### src/rtl/tms_io_pkg.sv
// Shared definitions for the front-panel K/R/O peripheral.
//   cap_state_t : O-capture FSM states (idle / settling / holding after write)
//   ref_state_t : display refresh FSM states (blank gap / digit lit)
//   seg_off     : segment drive value that turns every segment off
//   seg_drive   : applies the segment output polarity to a buffer value
package tms_io_pkg;

    typedef enum logic [1:0] {
        CAP_IDLE   = 2'd0,
        CAP_SETTLE = 2'd1,
        CAP_HOLD   = 2'd2
    } cap_state_t;

    typedef enum logic {
        REF_BLANK = 1'b0,
        REF_SHOW  = 1'b1
    } ref_state_t;

    function automatic logic [7:0] seg_off(input bit active_low);
        return active_low ? 8'hff : 8'h00;
    endfunction

    function automatic logic [7:0] seg_drive(input logic [7:0] val, input bit active_low);
        return active_low ? ~val : val;
    endfunction

endpackage

### src/rtl/key_debounce.sv
// One key of the front-panel matrix: two-flop synchroniser, 3-sample history
// taken on the shared sample tick, and a debounced level with hysteresis.
// Ports:
//   raw_clk in  system clock
//   reset   in  synchronous active-high reset
//   tick    in  one-cycle sample strobe shared by all keys
//   raw     in  raw switch level, 1 = pressed
//   deb     out debounced level
module key_debounce
    import tms_io_pkg::*;
(
    input  logic raw_clk,
    input  logic reset,
    input  logic tick,
    input  logic raw,
    output logic deb
);

    logic       sync1;
    logic       sync2;
    logic [2:0] hist;
    logic [2:0] hist_next;

    assign hist_next = {hist[1:0], sync2};

    always_ff @(posedge raw_clk) begin
        if (reset) begin
            sync1 <= 1'b0;
            sync2 <= 1'b0;
            hist  <= 3'b000;
            deb   <= 1'b0;
        end else begin
            sync1 <= raw;
            sync2 <= sync1;
            if (tick) begin
                hist <= hist_next;
                // Change state only after three agreeing samples; mixed histories hold.
                if (hist_next == 3'b111) begin
                    deb <= 1'b1;
                end else if (hist_next == 3'b000) begin
                    deb <= 1'b0;
                end
            end
        end
    end

endmodule

### src/rtl/tms_panel_io.sv
// Front-panel peripheral on the CPU K/R/O pins: scans a debounced key matrix
// against the R strobes, captures O segment data per strobed digit and
// refreshes a multiplexed LED display with blanking gaps.
// Ports:
//   raw_clk   in  system clock
//   reset     in  synchronous active-high reset
//   pins_r    in  [NUM_R]      R strobes from the CPU
//   pins_o    in  [8]          O segment data from the CPU
//   pins_k    out [4]          K nibble returned to the CPU (registered)
//   keys      in  [4*NUM_R]    raw switch levels, index r*4+k, 1 = pressed
//   key_any   out              any debounced key pressed (registered)
//   seg       out [8]          segment drive, polarity per SEG_ACTIVE_LOW
//   digit_sel out [NUM_DIGITS] one-hot digit enable, active-high
module tms_panel_io
    import tms_io_pkg::*;
#(
    parameter int NUM_R          = 11,
    parameter int NUM_DIGITS     = 8,
    parameter int SAMPLE_DIV     = 12000,
    parameter int SETTLE_CYCLES  = 16,
    parameter int REFRESH_CYCLES = 1500,
    parameter int BLANK_CYCLES   = 100,
    parameter int SEG_ACTIVE_LOW = 1
) (
    input  logic                  raw_clk,
    input  logic                  reset,
    input  logic [NUM_R-1:0]      pins_r,
    input  logic [7:0]            pins_o,
    output logic [3:0]            pins_k,
    input  logic [4*NUM_R-1:0]    keys,
    output logic                  key_any,
    output logic [7:0]            seg,
    output logic [NUM_DIGITS-1:0] digit_sel
);

    localparam bit ACT_LOW = (SEG_ACTIVE_LOW != 0);
    localparam int PRE_W   = $clog2(SAMPLE_DIV + 1);
    localparam int SET_W   = $clog2(SETTLE_CYCLES + 1);
    localparam int REF_MAX = (REFRESH_CYCLES > BLANK_CYCLES) ? REFRESH_CYCLES : BLANK_CYCLES;
    localparam int REF_W   = $clog2(REF_MAX + 1);
    localparam int IDX_W   = (NUM_DIGITS > 1) ? $clog2(NUM_DIGITS) : 1;

    // ---------------- key sampling ----------------
    logic [PRE_W-1:0]   presc;
    logic               tick;
    logic [4*NUM_R-1:0] deb;
    logic [3:0]         k_next;

    assign tick = (presc == PRE_W'(SAMPLE_DIV - 1));

    always_ff @(posedge raw_clk) begin
        if (reset || tick) begin
            presc <= '0;
        end else begin
            presc <= presc + PRE_W'(1);
        end
    end

    for (genvar i = 0; i < 4 * NUM_R; i++) begin : g_key
        key_debounce u_key (
            .raw_clk (raw_clk),
            .reset   (reset),
            .tick    (tick),
            .raw     (keys[i]),
            .deb     (deb[i])
        );
    end

    // Matrix read: every asserted R row contributes its four debounced keys.
    always_comb begin
        k_next = 4'b0000;
        for (int r = 0; r < NUM_R; r++) begin
            if (pins_r[r]) begin
                k_next = k_next | deb[r*4 +: 4];
            end
        end
    end

    always_ff @(posedge raw_clk) begin
        if (reset) begin
            pins_k  <= 4'b0000;
            key_any <= 1'b0;
        end else begin
            pins_k  <= k_next;
            key_any <= |deb;
        end
    end

    // ---------------- O capture ----------------
    cap_state_t       cap_state;
    cap_state_t       cap_next;
    logic [NUM_R-1:0] r_lat;
    logic [7:0]       o_lat;
    logic [SET_W-1:0] cap_cnt;
    logic [IDX_W-1:0] cap_idx;
    logic [IDX_W-1:0] strobe_idx;
    logic [7:0]       digit_buf [NUM_DIGITS];
    logic             strobe_ok;
    logic             changed;
    logic             settled;
    logic             cap_latch;
    logic             cap_write;

    // A strobe is capturable only when exactly one digit line is high and no
    // key-only R line is active alongside it.
    always_comb begin
        strobe_ok  = $onehot(pins_r[NUM_DIGITS-1:0]);
        strobe_idx = '0;
        for (int r = 0; r < NUM_DIGITS; r++) begin
            if (pins_r[r]) begin
                strobe_idx = IDX_W'(r);
            end
        end
        for (int r = NUM_DIGITS; r < NUM_R; r++) begin
            if (pins_r[r]) begin
                strobe_ok = 1'b0;
            end
        end
    end

    assign changed = (pins_r != r_lat) || (pins_o != o_lat);
    assign settled = (cap_cnt == SET_W'(SETTLE_CYCLES - 1));

    always_ff @(posedge raw_clk) begin
        if (reset) begin
            cap_state <= CAP_IDLE;
        end else begin
            cap_state <= cap_next;
        end
    end

    always_comb begin
        cap_next = cap_state;
        case (cap_state)
            CAP_IDLE: begin
                if (strobe_ok) cap_next = CAP_SETTLE;
            end
            CAP_SETTLE: begin
                if (changed) begin
                    if (!strobe_ok) cap_next = CAP_IDLE;
                end else if (settled) begin
                    cap_next = CAP_HOLD;
                end
            end
            CAP_HOLD: begin
                if (changed) cap_next = CAP_IDLE;
            end
            default: cap_next = CAP_IDLE;
        endcase
    end

    always_comb begin
        cap_latch = ((cap_state == CAP_IDLE) && strobe_ok) ||
                    ((cap_state == CAP_SETTLE) && changed && strobe_ok);
        cap_write = (cap_state == CAP_SETTLE) && !changed && settled;
    end

    always_ff @(posedge raw_clk) begin
        if (reset) begin
            r_lat   <= '0;
            o_lat   <= '0;
            cap_cnt <= '0;
            cap_idx <= '0;
            for (int i = 0; i < NUM_DIGITS; i++) begin
                digit_buf[i] <= 8'h00;
            end
        end else begin
            if (cap_latch) begin
                r_lat   <= pins_r;
                o_lat   <= pins_o;
                cap_idx <= strobe_idx;
                cap_cnt <= '0;
            end else if (cap_state == CAP_SETTLE) begin
                cap_cnt <= cap_cnt + SET_W'(1);
            end
            if (cap_write) begin
                digit_buf[cap_idx] <= o_lat;
            end
        end
    end

    // ---------------- display refresh ----------------
    ref_state_t       ref_state;
    ref_state_t       ref_next;
    logic [REF_W-1:0] ref_cnt;
    logic [IDX_W-1:0] ref_idx;
    logic [7:0]       seg_lat;
    logic             blank_done;
    logic             show_done;

    assign blank_done = (ref_cnt == REF_W'(BLANK_CYCLES - 1));
    assign show_done  = (ref_cnt == REF_W'(REFRESH_CYCLES - 1));

    always_ff @(posedge raw_clk) begin
        if (reset) begin
            ref_state <= REF_BLANK;
        end else begin
            ref_state <= ref_next;
        end
    end

    always_comb begin
        ref_next = ref_state;
        case (ref_state)
            REF_BLANK: if (blank_done) ref_next = REF_SHOW;
            REF_SHOW:  if (show_done)  ref_next = REF_BLANK;
            default:   ref_next = REF_BLANK;
        endcase
    end

    always_comb begin
        digit_sel = '0;
        seg       = seg_off(ACT_LOW);
        if (ref_state == REF_SHOW) begin
            digit_sel[ref_idx] = 1'b1;
            seg                = seg_lat;
        end
    end

    // The segment pattern is snapshotted on entry to SHOW, so a capture into
    // the digit currently lit only appears on its next turn.
    always_ff @(posedge raw_clk) begin
        if (reset) begin
            ref_cnt <= '0;
            ref_idx <= '0;
            seg_lat <= seg_off(ACT_LOW);
        end else begin
            if (ref_next != ref_state) begin
                ref_cnt <= '0;
            end else begin
                ref_cnt <= ref_cnt + REF_W'(1);
            end
            if ((ref_state == REF_BLANK) && blank_done) begin
                seg_lat <= seg_drive(digit_buf[ref_idx], ACT_LOW);
            end
            if ((ref_state == REF_SHOW) && show_done) begin
                ref_idx <= (ref_idx == IDX_W'(NUM_DIGITS - 1)) ? '0 : ref_idx + IDX_W'(1);
            end
        end
    end

endmodule
### config.mk
export PLATFORM = sky130hd
export DESIGN_NAME = tms_panel_io
export DESIGN_NICKNAME = d
export VERILOG_FILES = /design/src/rtl/tms_io_pkg.sv /design/src/rtl/key_debounce.sv /design/src/rtl/tms_panel_io.sv
export SDC_FILE = /design/constraint.sdc
export NUM_CORES = 1
export LEC_CHECK = 0
export BUFFER_PORTS_ARGS = -buffer_cell sky130_fd_sc_hd__buf_2
export CORE_MARGIN = 2
export CORE_UTILIZATION = 40
export CTS_CLUSTER_DIAMETER = 120
export CTS_CLUSTER_SIZE = 28
export DETAILED_ROUTE_END_ITERATION = 6
export SYNTH_ARGS = -nofsm -noshare
export SYNTH_HDL_FRONTEND = slang
export SYNTH_SLANG_ARGS = --single-unit
### constraint.sdc
create_clock -name raw_clk -period 6.2 [get_ports raw_clk]
set_clock_uncertainty 0.2 [all_clocks]
set_input_delay 0.62 -clock raw_clk [delete_from_list [all_inputs] [get_ports raw_clk]]
set_output_delay 0.62 -clock raw_clk [all_outputs]
set_load 0.05 [all_outputs]
==> Word level (Yosys, flattened, before mapping) <==
Memory sizes are Yosys's and may differ from the RTL's. A register that Yosys moved wholly into a read port is not among the register bits.
Cells that the tools add are included.
{ "classes": {"n_bitwise": 12, "n_lt_le_gt_ge": 2, "reduce_logical": 150, "eq_ne": 59, "n_addsub": 11, "muxes": 133} }
{ "ops": {"columns": ["cell", "count"], "rows": [
  ["3-bit == test (second input constant)", 45],
  ["3-bit zero test", 44],
  ["1-bit 2-to-1 mux", 101],
  ["2-bit AND reduction", 44],
  ["2-bit nonzero test", 44],
  ["4-bit 2-to-1 mux", 11],
  ["44-bit OR reduction", 1],
  ["4-bit OR", 10],
  ["3-bit 2-to-1 mux", 10],
  ["8-bit 2-to-1 mux", 3],
  ["14-bit by 1-bit adder with 14-bit output (second input constant)", 1],
  ["14-bit == test (second input constant)", 1],
  ["11-bit by 1-bit adder with 11-bit output (second input constant)", 1],
  ["11-bit == test (second input constant)", 1],
  ["11-bit by 7-bit == test with 1-bit output (second input constant)", 1],
  ["11-bit inequality test", 1],
  ["2-bit 2-to-1 mux", 5],
  ["1-bit by 1-bit adder with 2-bit output", 4],
  ["1-bit logical AND", 8],
  ["8-bit inequality test", 1],
  ["8-bit NOT", 1],
  ["8-bit OR reduction", 1],
  ["2-bit by 2-bit adder with 3-bit output", 2],
  ["3-bit inequality test (second input constant)", 2],
  ["other kinds (20)", 24]
]} }
{ "word_totals": {"word_cells": 556, "regBits": 291, "in_bits": 65, "mem_bits_rw": 64, "mem_count": 1} }
{ "mem_list": {"columns": ["memory", "depth", "width", "read_ports", "rd_clocked_by_memory_dff", "wr", "line_no", "text"], "rows": [
  ["digit_buf", 8, 8, 1, 1, 8, "tms_panel_io.sv:97", "logic [7:0] digit_buf [NUM_DIGITS];"]
]} }

==> Logic depth before layout (Yosys ltp) <==
Gate-level depths: netlist (run 1).
{ "depth": {"depth_word": 21, "depth_mapped": 15, "depth_no_buf": 13} }

==> By module <==
Synthesis (run 1) repeated with hierarchy kept, for this count alone.
{ "unflattened": {"cells_unflattened": 1277, "area_unflattened_um2": 14061.0} }
{ "modules_own_cells": {"columns": ["module", "area_per_inst_um2", "cells_per_inst", "instances", "seq_area_each_um2"], "rows": [
  ["key_debounce", 165.2, 15, 44, 100.1],
  ["tms_panel_io", 6794.0, 617, 1, 3403.3]
]} }

==> Worst setup path before layout (run 1) <==
No wires, ideal clock.
{ "synth_path": {"kind": "input to register", "from": "input pins_r[1]", "to": "register r_lat[5]", "t_required_ns": 5.928, "path_buffers": 2, "setup_ns": 0.072, "path_stages": 15, "arrival_time_ns": 4.304, "path_slack_ns": 1.624, "path_cell_list": "buf_2 > inv_1 > fa_1 > fa_1 > fa_1 > inv_1 > ha_1 > inv_1 > fa_1 > a211oi_1 > mux2i_1 > or4_1 > a21oi_2 > buf_4 > mux2i_1"} }
{ "synth_between": {"elab_chain_len": 9, "elab_cells_between_ends": 13} }
{ "synth_lines": {"columns": ["item", "line_no", "text"], "rows": [
  ["start, declared", "tms_panel_io.sv:27", "input logic [NUM_R-1:0] pins_r,"],
  ["1-bit by 1-bit adder with 2-bit output", "tms_panel_io.sv:107", "strobe_ok = $onehot(pins_r[NUM_DIGITS-1:0]);"],
  ["2-bit by 2-bit adder with 3-bit output", "tms_panel_io.sv:107", null],
  ["3-bit by 3-bit adder with 4-bit output", "tms_panel_io.sv:107", null],
  ["4-bit by 1-bit == test with 1-bit output", "tms_panel_io.sv:107", null],
  ["1-bit 2-to-1 mux (3 in series)", "tms_panel_io.sv:115", "if (pins_r[r]) begin"],
  ["1-bit logical AND, on equally long branches", "tms_panel_io.sv:153, tms_panel_io.sv:154", null],
  ["1-bit logical OR *", "tms_panel_io.sv:153", "cap_latch = ((cap_state == CAP_IDLE) && strobe_ok) ||"],
  ["end signal, assigned", "tms_panel_io.sv:169", "r_lat <= pins_r;"],
  ["end, declared", "tms_panel_io.sv:92", "logic [NUM_R-1:0] r_lat;"]
]} }
Every way passes the cells marked *; elsewhere a longest branch is shown, timed or not.
A chain may end at the register's enable or synchronous reset.

==> Final worst setup path (run 1) <==
{ "layout_path": {"from": "input pins_r[0]", "to": "register o_lat[6]"} }
{ "layout_between": {"elab_chain_len": 9, "elab_cells_between_ends": 13} }
{ "layout_lines": {"columns": ["item", "line_no", "text"], "rows": [
  ["1-bit by 1-bit adder with 2-bit output", "tms_panel_io.sv:107", null],
  ["2-bit by 2-bit adder with 3-bit output", "tms_panel_io.sv:107", null],
  ["3-bit by 3-bit adder with 4-bit output", "tms_panel_io.sv:107", null],
  ["4-bit by 1-bit == test with 1-bit output", "tms_panel_io.sv:107", null],
  ["1-bit 2-to-1 mux (3 in series)", "tms_panel_io.sv:115", null],
  ["1-bit logical AND, on equally long branches", "tms_panel_io.sv:153, tms_panel_io.sv:154", null],
  ["1-bit logical OR *", "tms_panel_io.sv:153", null],
  ["end signal, assigned", "tms_panel_io.sv:170", "o_lat <= pins_o;"],
  ["end, declared", "tms_panel_io.sv:93", "logic [7:0] o_lat;"]
]} }
Marks and branches as above.

==> summary.txt, run 1 <==
GRT
  – Total track usage: between 10% and 20%
  – Antenna violations before repair: 2
  – GR Overflow Total: 0
  – Largest net degree at the start of global routing: about 140
  – First-pass GRT wire length: 50200 um
  – Vias in the first global route: about 9.6k

Critical path
  – CP max-delay cell: fa_1
  – Required @ worst endpoint: 6.44 ns
  – CP max stage delay: between 0.5 and 0.6 ns
  – Sequence of cells on the critical path: buf_2 -> inv_1 -> fa_1 -> fa_1 -> fa_1 -> inv_1 -> ha_1 -> inv_1 -> fa_1 -> a211oi_1 -> mux2i_1 -> or4_1 -> a21oi_2 -> buf_4 -> mux2i_1
  – CP Launch Type: input port
  – Nature of the critical path endpoint: flop
  – R2R depth: 5
  – CP Max Fanout: 18
  – Worst EP arrival: between 4 and 5 ns
  – FF-to-FF setup slack: 2.82 ns
  – Most used cell, CP: fa_1
  – Critical path start-end classification: in -> reg

Logic synthesis
  – Synth unique cells: 53
  – Most common cell in the netlist: dfxtp_1
  – Post-synth EDFFs: between 60 and 70
  – Synth top area cells: dfxtp_1 41%, edfxtp_1 13%, nand2_1 6.1%, a21oi_1 4.8%, nor2b_1 4.3%
  – Mapped Cells: around 1.5k
  – Post-synth ARST share: 0%
  – Syn_area_per_cell: 9.76 um2
  – Ys flop type: dfxtp_1
  – Most frequent cells after synthesis: 294 x dfxtp_1, 235 x nand2_1, 138 x a21oi_1
  – Share of the synthesized area in the top cell type: 41.0%
  – Yosys warning count: 0
  – Sequential area share after synthesis: around 54%
  – Syn nets: about 1.5k
  – Cell taking the most area after synthesis: dfxtp_1
  – Flop and latch count out of synthesis: 358
  – Synth Cell Area: 0.0144 mm2

Worst hold path
  – Hold Path Class: in -> reg
  – Hold path cells: 2

STA
  – Final worst slack: ~1.6 ns
  – Final setup vio count: 0
  – Setup tns final: 0 ns
  – Max_slew headroom: a little under a third
  – Period utilisation layout: roughly three quarters
  – Least-Margin Pin Slew: 1.02 ns
  – Final hold vios: 0
  – RSZ-0062 raised after global routing: false
  – Achievable Freq: 217 MHz
  – Crit path time final: 4.60 ns
  – Max-slew violations: 0

Layout
  – Fin nets: 1566
  – Final Util: between 40% and 50%
  – Fraction of layout cells with a size suffix above 1: between 10% and 20%
  – Non-filler cells, final: between 1.5k and 2k
  – Synth-to-layout area growth: 8.00%
  – Reg area: slightly below 0.008 mm2
  – Multi-input logic area: approximately 0.006 mm2
  – Fill cells: between 3k and 4k

Pwr
  – Pwr dens: around 250 mW/mm2
  – VDD IR max: 179 uV
  – Static Leak: 5.24 nW
  – Total Power: approximately 3.8 mW

Detailed routing
  – Final wirelength: 30800 um
  – Final ANT Viol Nets: 0
  – WL/cell: between 15 and 20 um
  – Vias/cell: 5.15
  – DRC: 0
  – First-pass DRT Iterations: 5
  – 1st-iter DRT viols: 593
  – Via count: around 10k

Outcome
  – Status: completed

Placed design
  – GPL Wtd Cong: roughly 0.8
  – Inst Count DP: 1931
  – I/O Buffers: 85
  – DPL Wire Length: around 20000 um
  – Post-Place Worst Slack: around 1.1 ns

CTS
  – CTS tree: yes
  – Clock Sinks: approximately 360
  – Worst-Skew Late Latency: 0.52 ns
  – Setup Fix Bufs, Post-CTS: 0
  – Clk slew on worst S/H paths: between 0.1 and 0.15 ns
  – Root Driver: clkbuf_16
  – Hold_buf cts: 0
  – CTS Buffer Depth: 3
  – CTS Buf Count: 16
  – Post-cts sizing count: 0
  – Clock H-tree levels: 1

Floorplanning
  – Die Area: 0.0374 mm2
  – DIE HEIGHT: about 190 um
  – Num rows: between 60 and 70
  – # IOs: 86
  – Die width: about 190 um
  – Initial Util: between 40% and 50%
  – Core ar.: ~0.035 mm2

Run
  – Max cap viols: 0
## through the flow
stage               hold WS (ns)  instance area [um2]
finish                     0.105                15500
global placement           0.216                15100
CTS                       0.0819                15500
floorplan                  0.214                14400
detailed placement         0.220                15100
global route              0.0943                15500
## state kept, by name (all words and copies together), names as in the netlist, named ones only
name and cells:
key_any 1, g_key.u_key.sync2 44, seg_lat 8, cap_state 2, ref_idx 3, cap_cnt 5
ref_state 1, g_key.u_key.deb 44, cap_idx 3, r_lat 11, pins_k 4, ref_cnt 11
presc 14, g_key.u_key.hist 88, o_lat 8, g_key.u_key.sync1 44, digit_buf 64
## cell families after synthesis
group           Yosys count  share of synthesized area [%]
simple gates            633                           23.1
flops                   358                           54.4
compound gates          275                           11.4
buf+inv                 113                           3.26
xor+xnor                 43                           2.62
mux                      36                           3.90
fa+ha+maj                13                           1.34
## report_power, final
part	internal [mW]	switching (mW)	total [mW]
Clock	0.510	0.710	1.22
Combinational	0.0700	0.0988	0.169
Sequential	2.41	0.0281	2.44
Total	2.99	0.836	3.83
## path summary, 6_finish.rpt
check / start / endpoint
worst min-delay path: keys[3] / g_key[3].u_key.sync1$_SDFF_PP0_
worst max-delay path: pins_r[0] / o_lat[6]$_SDFFE_PP0P_
worst max register to register: o_lat[5]$_SDFFE_PP0P_ / digit_buf[0][5]$_SDFFCE_PN0P_
worst min register to register: g_key[20].u_key.sync1$_SDFF_PP0_ / g_key[20].u_key.sync2$_SDFF_PP0_
## placed cells by master (no fill, tap or decap), types with 10 or more instances in the layout
master     Yosys  final
dfxtp_1      294    294
nand2_1      235    235
a21oi_1      138    138
nor2b_1       99     99
buf_2         13     84
and2_1        64     64
edfxtp_1      64     64
nor3_1        56     56
nand2b_1      47     47
nor2_1        47     47
o21ai_0       44     44
o31ai_1       42     42
xnor2_1       23     23
xor2_1        20     20
mux2i_1       20     20
inv_1         19     19
nor4_1        18     18
clkbuf_16      0     17
mux4_2        16     16
a211oi_1      13     13
nand3_1       12     12
or2_2         11     11
a22oi_1       10     10
## per-layer routing
layer  routed length, um  part of all wire (%)  vias up  global-route usage [%]
met5                  13                 0.042        -                       0
met4                 833                   2.7        2                    4.78
met3                 950                   3.1       51                    1.83
met2               14300                    47      194                    26.7
met1               14600                    48     4734                    22.0
li1                    -                     -     5084                       -
## worst max-delay path: cells and delay by family
| family | cells | cell delay [ns] |
|---|---|---|
| adder cells (fa/ha/maj) | 5 | 1.98 |
| AND/OR/NAND/NOR | 1 | 0.49 |
| AO/OA/AOI/OAI | 2 | 0.58 |
| buffers and inverters | 5 | 0.79 |
| multiplexers | 2 | 0.36 |
## cell type report
cell class	instances	share of cell area (%)
Clock inverter	1	0.0565
Antenna cell	1	0.0161
Tap cell	461	3.72
Inverter	19	0.460
Timing Repair Buffer	93	3.27
Clock buffer	22	2.86
Multi-Input combinational cell	1000	39.3
Sequential cell	358	50.3
Power figures use the tool's default switching activity.
==> run 2: changes to the inputs <==
Clock period 6.2 ns to 4.26 ns, I/O delays scaled along.
==> run 2 against run 1 <==
Effect of this change:
- combinational power is 81% higher
- final cell count is 3.5% higher
- register-to-register slack worse by 1.5 ns
- worst setup slack worse by 1.2 ns
- via count is 2.1% higher
- hold slack worse by 0.076 ns
- critical path type unchanged
- critical endpoint is now r_lat[0]$_SDFFE_PP0P_
- largest power group unchanged
==> summary.txt, run 2 (synthesized netlist as in run 1, its figures left out) <==
CTS
  – Root Driver: clkbuf_16
  – Worst-Skew Late Latency: 0.52 ns (about the same)
  – Clock H-tree levels: 1 (unchanged)
  – Clock Sinks: 358 (unchanged)
  – Hold_buf cts: 51 (+51)
  – Clk slew on worst S/H paths: 0.11 ns (about the same)
  – Setup Fix Bufs, Post-CTS: 0 (unchanged)
  – CTS Buf Count: 16 (unchanged)
  – CTS Buffer Depth: 3 (unchanged)
  – Post-cts sizing count: 0 (unchanged)
  – CTS tree: yes

Critical path
  – Sequence of cells on the critical path: buf_2 -> inv_1 -> fa_1 -> fa_1 -> fa_1 -> inv_1 -> ha_1 -> inv_1 -> fa_1 -> a211oi_1 -> mux2i_1 -> or4_4 -> a21oi_4 -> buf_4 -> mux2i_1
  – Most used cell, CP: fa_1
  – RR Startpoint: presc[9]$_SDFF_PP0_
  – Reg-to-reg endpoint: g_key[2].u_key.hist[1]$_SDFFE_PP0P_
  – CP max-delay cell: fa_1
  – Crit path to: r_lat[0]$_SDFFE_PP0P_
  – CP max stage delay: 0.64 ns (+0.08 ns)
  – Origin of the worst setup path: pins_r[0]
  – Required @ worst endpoint: 4.51 ns (-1.93 ns)
  – Nature of the critical path endpoint: flop
  – Worst EP arrival: 4.16 ns (-0.68 ns)
  – CP Launch Type: input port
  – FF-to-FF setup slack: 1.35 ns (-1.47 ns)
  – R2R depth: 7 (+2)
  – Critical path start-end classification: in -> reg
  – CP Max Fanout: 10 (-8)

STA
  – Final setup vio count: 0 (unchanged)
  – Period utilisation layout: approximately nine tenths
  – RSZ-0062 raised after global routing: false
  – Setup tns final: 0 ns (unchanged)
  – Final hold vios: 0 (unchanged)
  – Achievable Freq: between 200 and 300 MHz
  – Crit path time final: 3.91 ns
  – Max-slew violations: 0 (unchanged)
  – Max_slew headroom: 30.2% (-1.6 points)
  – Least-Margin Pin Slew: 1.05 ns (+0.0250 ns)
  – Final worst slack: 0.351 ns (-1.25 ns)
  – Hold WS: 0.0289 ns (-0.0757 ns)

Placed design
  – GPL Wtd Cong: 0.791 (-0.40%)
  – DPL Wire Length: 20900 um (+2.9%)
  – Post-Place Worst Slack: -0.163 ns (-1.22 ns)
  – I/O Buffers: 85 (unchanged)

Detailed routing
  – Via count: 10.3k (+2.1%)
  – Final wirelength: 32200 um (+4.7%)
  – WL/cell: 15.9 um (+1.2%)
  – First-pass DRT Iterations: 5 (unchanged)
  – Final ANT Viol Nets: 0 (unchanged)
  – 1st-iter DRT viols: 744 (+25%)
  – DRC: 0 (unchanged)
  – Vias/cell: 5.08 (-1.3%)

Pwr
  – VDD IR max: 321 uV (+79%)
  – Pwr dens: 350 mW/mm2 (+42%)
  – Static Leak: 5.54 nW (+5.8%)

Run
  – Max cap viols: 0 (unchanged)

Floorplanning
  – Initial Util: 40.5% (unchanged)
  – Die width: 193 um (unchanged)
  – Die Area: 0.0374 mm2 (unchanged)
  – DIE HEIGHT: 193 um (unchanged)
  – Core ar.: 0.0355 mm2 (unchanged)
  – Num rows: 69 (unchanged)
  – # IOs: 86 (unchanged)

GRT
  – First-pass GRT wire length: 52300 um (+4.3%)
  – Antenna violations before repair: 2 (unchanged)
  – Total track usage: 16.9% (+0.90 points)
  – Largest net degree at the start of global routing: 110 (-24%)
  – GR Overflow Total: 0 (unchanged)
  – Vias in the first global route: 9863 (+3.2%)

Layout
  – Register bank with the most flops: g_key.u_key.hist
  – Top flop regs: g_key.u_key.hist x88, digit_buf x64
  – Final Util: 45.6% (+1.9 points)
  – Synth-to-layout area growth: 12.6%
  – Number of flip-flops in the largest register: 88 (unchanged)
  – Fill cells: 3343 (-1.2%)
  – Most frequent cells in the layout: 294 x dfxtp_1, 235 x nand2_1, 138 x a21oi_1
  – Commonest non-fill, non-tap cell in the layout: dfxtp_1
  – Fraction of layout cells with a size suffix above 1: 10.7% (+0.66 points)
  – Fin nets: 1633 (+4.3%)

Outcome
  – Status: completed

Worst hold path
  – Hold Path Class: in -> reg
## run 2: area by class of cell
class / instances / area (um2) / area share, %
clock buffer: 22 / 444 / 2.75
tap: 461 / 577 / 3.57
timing repair buffer: 160 / 1150 / 7.12
inverter: 19 / 71.3 / 0.441
antenna: 2 / 5.00 / 0.0310
multi-input combinational: 1000 / 6100 / 37.8
sequential: 358 / 7810 / 48.3
clock inverter: 1 / 8.76 / 0.0542
## run 2: critical path, delay by kind of cell
kind                     cells  cell delay (ns)
AO/OA/AOI/OAI                2             0.38
adder cells (fa/ha/maj)      5             2.06
AND/OR/NAND/NOR              1             0.46
multiplexers                 2             0.34
buffers and inverters        5             0.47
## run 2: worst min-delay path by stage
stage / startpoint / end / slack (ns) / cells past startpoint
global route: pins_o[1] / o_lat[1]$_SDFFE_PP0P_ / 0.006 / 3
finish: pins_o[1] / o_lat[1]$_SDFFE_PP0P_ / 0.03 / 3
floorplan: g_key[0].u_key.sync1$_SDFF_PP0_ / g_key[0].u_key.sync2$_SDFF_PP0_ / 0.21 / 1
detailed placement: g_key[14].u_key.sync1$_SDFF_PP0_ / g_key[14].u_key.sync2$_SDFF_PP0_ / 0.22 / 1
global placement: g_key[29].u_key.sync1$_SDFF_PP0_ / g_key[29].u_key.sync2$_SDFF_PP0_ / 0.22 / 1
CTS: pins_o[1] / o_lat[1]$_SDFFE_PP0P_ / 0.00004 / 3
## run 2: per-stage QoR
step           cell area, um2  power (mW)  cells
2_1_floorplan           14400        3.79   1471
3_3_place_gp            15200        3.90   1947
3_5_place_dp            15200        3.91   1947
4_1_cts                 16200        5.73   2021
5_1_grt                 16200        5.87   2023
6_report                16200        5.65   2023
## run 2: report_power, final
| group | total [mW] | switching (mW) | internal [mW] |
|---|---|---|---|
| Combinational | 0.306 | 0.160 | 0.146 |
| Clock | 1.79 | 1.05 | 0.743 |
| Sequential | 3.56 | 0.0418 | 3.51 |
## run 2: metal layers
layer,vias up,global-route usage (%),part of all wire (%)
li1,5198,-,-
met1,4822,22.7,47
met2,208,28.6,47
met3,47,1.99,3.7
met4,0,5.40,2.8
met5,-,0,0
